--- src/rtl/mips_pkg.sv ---
// rtl/mips_pkg.sv - shared fetch constants and state encoding for the MIPS pipeline
package mips_pkg;

   localparam logic [31:0] NOP_INSTR_C = 32'h0000_0000;   // sll $0,$0,0
   localparam logic [31:0] PC_STEP_C   = 32'd4;
   localparam logic [31:0] RESET_PC_C  = 32'h0000_0000;

   typedef enum logic [0:0] {
      ST_RUN    = 1'b0,
      ST_HALTED = 1'b1
   } fetch_state_t;

   function automatic logic [31:0] word_align(input logic [31:0] addr);
      return addr & ~32'h0000_0003;
   endfunction

endpackage

--- src/rtl/next_pc_sel.sv ---
// rtl/next_pc_sel.sv - priority mux for next pc and IF/ID flush/hold/capture controls
module next_pc_sel
   import mips_pkg::*;
#(
   parameter logic [31:0] PC_STEP = PC_STEP_C
) (
   input  logic [31:0] pc,
   input  logic        stall,
   input  logic        branch_taken,
   input  logic [31:0] branch_target,
   input  logic        jump_en,
   input  logic [31:0] jump_target,
   input  logic        halt,
   output logic [31:0] pc_next,
   output logic [31:0] pc_plus_step,
   output logic        pc_load,
   output logic        flush,
   output logic        enter_halt,
   output logic        capture
);

   assign pc_plus_step = pc + PC_STEP;

   // Branch resolves in EX and is older than the jump in ID, so it wins.
   always_comb begin
      pc_next    = pc;
      pc_load    = 1'b0;
      flush      = 1'b0;
      enter_halt = 1'b0;
      capture    = 1'b0;
      if (branch_taken) begin
         pc_next = word_align(branch_target);
         pc_load = 1'b1;
         flush   = 1'b1;
      end else if (jump_en) begin
         pc_next = word_align(jump_target);
         pc_load = 1'b1;
         flush   = 1'b1;
      end else if (halt) begin
         enter_halt = 1'b1;
      end else if (!stall) begin
         pc_next = pc_plus_step;
         pc_load = 1'b1;
         capture = 1'b1;
      end
   end

endmodule

--- src/rtl/if_stage.sv ---
// rtl/if_stage.sv - MIPS instruction-fetch stage: PC, IF/ID register, RUN/HALTED FSM
// Optional fetch/flush statistics counters enabled by IF_STAGE_STATS_EN.
module if_stage
   import mips_pkg::*;
#(
   parameter logic [31:0] RESET_PC  = RESET_PC_C,
   parameter logic [31:0] NOP_INSTR = NOP_INSTR_C,
   parameter logic [31:0] PC_STEP   = PC_STEP_C
) (
   input  logic        clk,
   input  logic        rst,
   input  logic        stall,
   input  logic        branch_taken,
   input  logic [31:0] branch_target,
   input  logic        jump_en,
   input  logic [31:0] jump_target,
   input  logic        halt,
   output logic [31:0] imem_addr,
   input  logic [31:0] imem_ins,
   output logic [31:0] if_id_instr,
   output logic [31:0] if_id_pc,
   output logic [31:0] if_id_pc_plus4,
   output logic        if_id_valid,
`ifdef IF_STAGE_STATS_EN
   output logic [31:0] fetch_count,
   output logic [15:0] flush_count,
`endif
   output logic        halted
);

   fetch_state_t state;
   logic [31:0]  pc;
   logic [31:0]  pc_next;
   logic [31:0]  pc_plus_step;
   logic         pc_load;
   logic         flush;
   logic         enter_halt;
   logic         capture;
   logic         running;

   assign imem_addr = pc;
   assign halted    = (state == ST_HALTED);
   assign running   = (state == ST_RUN);

   next_pc_sel #(
      .PC_STEP(PC_STEP)
   ) u_next_pc_sel (
      .pc            (pc),
      .stall         (stall),
      .branch_taken  (branch_taken),
      .branch_target (branch_target),
      .jump_en       (jump_en),
      .jump_target   (jump_target),
      .halt          (halt),
      .pc_next       (pc_next),
      .pc_plus_step  (pc_plus_step),
      .pc_load       (pc_load),
      .flush         (flush),
      .enter_halt    (enter_halt),
      .capture       (capture)
   );

   always_ff @(posedge clk or posedge rst) begin
      if (rst) begin
         state          <= ST_RUN;
         pc             <= RESET_PC;
         if_id_instr    <= NOP_INSTR;
         if_id_pc       <= 32'h0;
         if_id_pc_plus4 <= 32'h0;
         if_id_valid    <= 1'b0;
      end else if (running) begin
         if (pc_load) begin
            pc <= pc_next;
         end
         // Redirect and halt both kill the slot; the PC fields keep their last values.
         if (flush || enter_halt) begin
            if_id_instr <= NOP_INSTR;
            if_id_valid <= 1'b0;
         end else if (capture) begin
            if_id_instr    <= imem_ins;
            if_id_pc       <= pc;
            if_id_pc_plus4 <= pc_plus_step;
            if_id_valid    <= 1'b1;
         end
         if (enter_halt) begin
            state <= ST_HALTED;
         end
      end
   end

`ifdef IF_STAGE_STATS_EN
   always_ff @(posedge clk or posedge rst) begin
      if (rst) begin
         fetch_count <= 32'h0;
         flush_count <= 16'h0;
      end else if (running) begin
         if (capture && (fetch_count != 32'hFFFF_FFFF)) begin
            fetch_count <= fetch_count + 32'd1;
         end
         if (flush && (flush_count != 16'hFFFF)) begin
            flush_count <= flush_count + 16'd1;
         end
      end
   end
`endif

endmodule

--- config.mk ---
export PLATFORM = sky130hd
export DESIGN_NAME = if_stage
export DESIGN_NICKNAME = d
export VERILOG_FILES = /design/src/rtl/mips_pkg.sv /design/src/rtl/next_pc_sel.sv /design/src/rtl/if_stage.sv
export SDC_FILE = /design/constraint.sdc
export NUM_CORES = 1
export LEC_CHECK = 0
export BUFFER_PORTS_ARGS = -buffer_cell sky130_fd_sc_hd__buf_2
export CAP_MARGIN = 20
export CORE_ASPECT_RATIO = 0.5
export CORE_MARGIN = 10
export CORE_UTILIZATION = 45
export CTS_CLUSTER_DIAMETER = 100
export DETAILED_ROUTE_END_ITERATION = 16
export PLACE_DENSITY = 0.76
export SLEW_MARGIN = 20
export SYNTH_ARGS = -nofsm -noshare
export SYNTH_HDL_FRONTEND = slang
export SYNTH_HIERARCHICAL = 1
export SYNTH_SLANG_ARGS = --single-unit
--- constraint.sdc ---
create_clock -name clk -period 4.1 [get_ports clk]
set_input_delay 0.82 -clock clk [delete_from_list [all_inputs] [get_ports clk]]
set_output_delay 0.82 -clock clk [all_outputs]
set_load 0.01 [all_outputs]
==> flow_metrics.py <==
metrics = {
    "status": {
        "status": "completed",
    },
    "sta": {
        "relSlewSlack": 0.296,
        "fmax_mhz": 348,
        "worstMarginPinSlew_ns": 1.05,
        "layout_setup_ws_ns": 1.23,
        "drv_slew": 0,
        "min_period_ns": 2.87,
        "finClkSkew_ns": 0.00964,
        "period_share": 0.700,
        "rsz0062_at_grt": "false",
        "finalSetupTns_ns": 0,
        "hold_violations": 0,
        "setup_viol": 0,
    },
    "synthesis": {
        "syn_inst": 554,
        "synth_top_area_frac": 0.501,
        "synth_nets": 657,
        "yosys.area.top_type": "dfrtp_1",
        "postSynthRegisterBits": 130,
        "synthTopCellsByArea": "dfrtp_1, mux2_2, a22o_1",
        "yosysSeqAreaShare": 0.501,
        "netlist_area_um2": 6490,
        "synthFlopType": "dfrtp_1",
        "ys_types": 48,
        "synth_edf_count": 0,
        "synth_most_common_cell": "dfrtp_1",
        "syn_area_per_cell_um2": 11.7,
        "synth_common_cells": "dfrtp_1, mux2_2, nand2_1",
        "yosysWarningCount": 6,
        "ys_async_sr_fraction": 1.00,
    },
    "setup_path": {
        "worstPathRequired_ns": 4.39,
        "max_stage_delay_ns": 0.54,
        "crit_top_cell": "buf_4",
        "path_class": "primary input to flip-flop",
        "rrSetupSlack_ns": 1.28,
        "cp-end-kind": "flip-flop",
        "startpoint_type": "primary input",
        "slowest_stage": "nor2_1",
        "cp_max_fo": 42,
        "cp_data_arrival_time_ns": 3.16,
        "crit_path_cell_trace": "buf_2, nor2_1, nand2_1, clkinv_1, nor2b_1, buf_4, nor2b_4, buf_4, mux2_2",
    },
    "final_layout": {
        "drive_above_1_share": 0.487,
        "fillers": 1173,
        "syn_to_final_growth_pct": 28.1,
        "final_cells": 979,
        "nNetsFinal": 876,
    },
    "floorplanning": {
        "die_h_um": 105,
        "initial_core_util": 0.469,
        "die_x_um": 190,
        "core-area_um2": 13900,
        "io_pins": 232,
        "die_area_um2": 19900,
        "rows": 30,
    },
    "detailed_routing": {
        "viasPerCell": 5.50,
        "vias": 5387,
        "first_pass_iters": 5,
        "antenna_left": 0,
        "remaining_drc_errors": 0,
        "totalWireLength_um": 19800,
        "wire_per_inst_um": 20.2,
        "drt_iter0_drc": 263,
    },
    "global_routing": {
        "grt_use_total": 0.190,
        "grt_pass1_wl_um": 30500,
        "globalRoute.totalOverflow": 0,
        "grt_pass1_vias": 5536,
        "antenna_found_initial": 2,
        "grt_max_degree": 59,
    },
    "power": {
        "clock_power_share": 0.325,
        "max-vdd-ir-drop_mv": 0.238,
        "power_density_nw_per_um2": 527,
        "power_mw": 4.38,
        "switching_share": 0.347,
        "power_frac_seq": 0.430,
        "comb_power_share": 0.245,
        "p_int_mw": 2.86,
        "leakage_nw": 4.31,
        "p_sw_mw": 1.52,
    },
    "job": {
        "max_cap_violations": 0,
    },
    "clock_tree": {
        "clk_pin_slew_ns": 0.06,
        "cts_buffer_depth": 2,
        "cts_buffers": 17,
        "cts_tree": "done",
        "htreeDepth": 4,
        "postCtsResizedCells": 0,
        "numClockSinks": 130,
        "holdBufCountCts": 0,
        "insertion_delay_ns": 0.41,
        "cts_root_buf": "clkbuf_16",
        "post_cts_buffers": 0,
    },
    "place": {
        "io_buffers": 227,
        "dpl.hpwl_um": 14000,
        "routabilityCongestion": 0.815,
        "placedCellCount": 946,
        "dpl_worst_slack_ns": 0.814,
    },
    "min_path": {
        "hold_class": "flip-flop to flip-flop",
    },
}
==> power by group through the flow <==
stage	Sequential [mW]	Clock [mW]	Combinational, mW
2_1_floorplan	1.89	0	0.588
3_3_place_gp	1.88	0	1.04
3_5_place_dp	1.90	0	1.07
4_1_cts	1.88	1.45	1.08
5_1_grt	1.92	1.51	1.17
6_report	1.88	1.42	1.07
==> layer usage <==
layer  GRT usage  up-vias  wire length [um]
li1            -     2454                 -
met5           0        -                 0
met1       0.215     2712              8070
met3      0.0604       33              1410
met2       0.329      188              9940
met4      0.0715        0               362
==> final timing paths <==
path	start	end	cells after the start
max in group asynchronous	rst	imem_addr[28]$_DFFE_PP0P_	3
worst min-delay path	if_id_instr[5]$_DFFE_PP0P_	if_id_instr[5]$_DFFE_PP0P_	1
worst min register to register	if_id_instr[5]$_DFFE_PP0P_	if_id_instr[5]$_DFFE_PP0P_	1
min in group asynchronous	rst	if_id_instr[22]$_DFFE_PP0P_	2
worst max register to register	imem_addr[4]$_DFFE_PP0P_	imem_addr[21]$_DFFE_PP0P_	6
worst max-delay path	jump_en	if_id_pc[31]$_DFFE_PP0P_	9
==> flip-flops by register name, summed over array words and instances (netlist names) <==
register and count:
if_id_instr 32, if_id_pc 32, if_id_pc_plus4 32, imem_addr 32, halted 1, if_id_valid 1
==> worst max-delay path, delay by kind of cell <==
family / cells / cell delay (ns)
multiplexers: 1 / 0.40
AND/OR/NAND/NOR: 4 / 1.01
buffers and inverters: 4 / 0.89
==> stage by stage <==
stage | instance area [um2] | hold slack [ns] | utilization
floorplan | 6500 | 0.530 | -
global placement | 7770 | 0.479 | 0.561
detailed placement | 7770 | 0.479 | 0.561
CTS | 8310 | 0.497 | 0.600
global route | 8320 | 0.512 | 0.601
finish | 8320 | 0.491 | 0.601
==> final cells by class <==
| type | instances | area, um2 | area share |
|---|---|---|---|
| sequential | 130 | 3250 | 0.391 |
| inverter | 7 | 30.0 | 0.00361 |
| antenna | 2 | 5.00 | 0.000602 |
| clock inverter | 13 | 115 | 0.0138 |
| multi-input combinational | 380 | 3020 | 0.363 |
| timing repair buffer | 237 | 1220 | 0.147 |
| tap | 192 | 240 | 0.0289 |
| clock buffer | 18 | 429 | 0.0516 |
==> cell usage in the layout (no fill, tap or decap), types with 2 or more instances in the layout <==
cell	count
nand4_1	7
mux2i_1	7
mux2_2	88
clkinv_4	3
nor2_1	26
a22oi_1	12
a221o_1	17
nand4_2	2
and3_1	10
nor2_2	2
nor2b_1	10
xnor2_2	4
a21oi_1	27
mux2_4	7
mux2_1	2
and4_1	3
inv_1	5
clkinvlp_4	5
buf_4	9
xnor2_1	17
clkbuf_16	17
a22o_1	22
dfrtp_1	130
nor4_1	2
or2_2	3
diode_2	2
o21ai_0	19
clkinv_2	4
xor2_1	14
o22ai_1	7
nand2_1	41
nor2b_4	2
nor3_1	4
buf_2	227
nand3_1	8
and2_1	4
==> kinds of logic after synthesis <==
group,count (synthesis),share of synthesized area
fa+ha+maj,1,0.00193
buf+inv,44,0.0354
simple gates,131,0.109
xor+xnor,35,0.0518
flops,130,0.501
compound gates,109,0.118
mux,104,0.183
No activity file was read; power rests on OpenSTA's default activity.
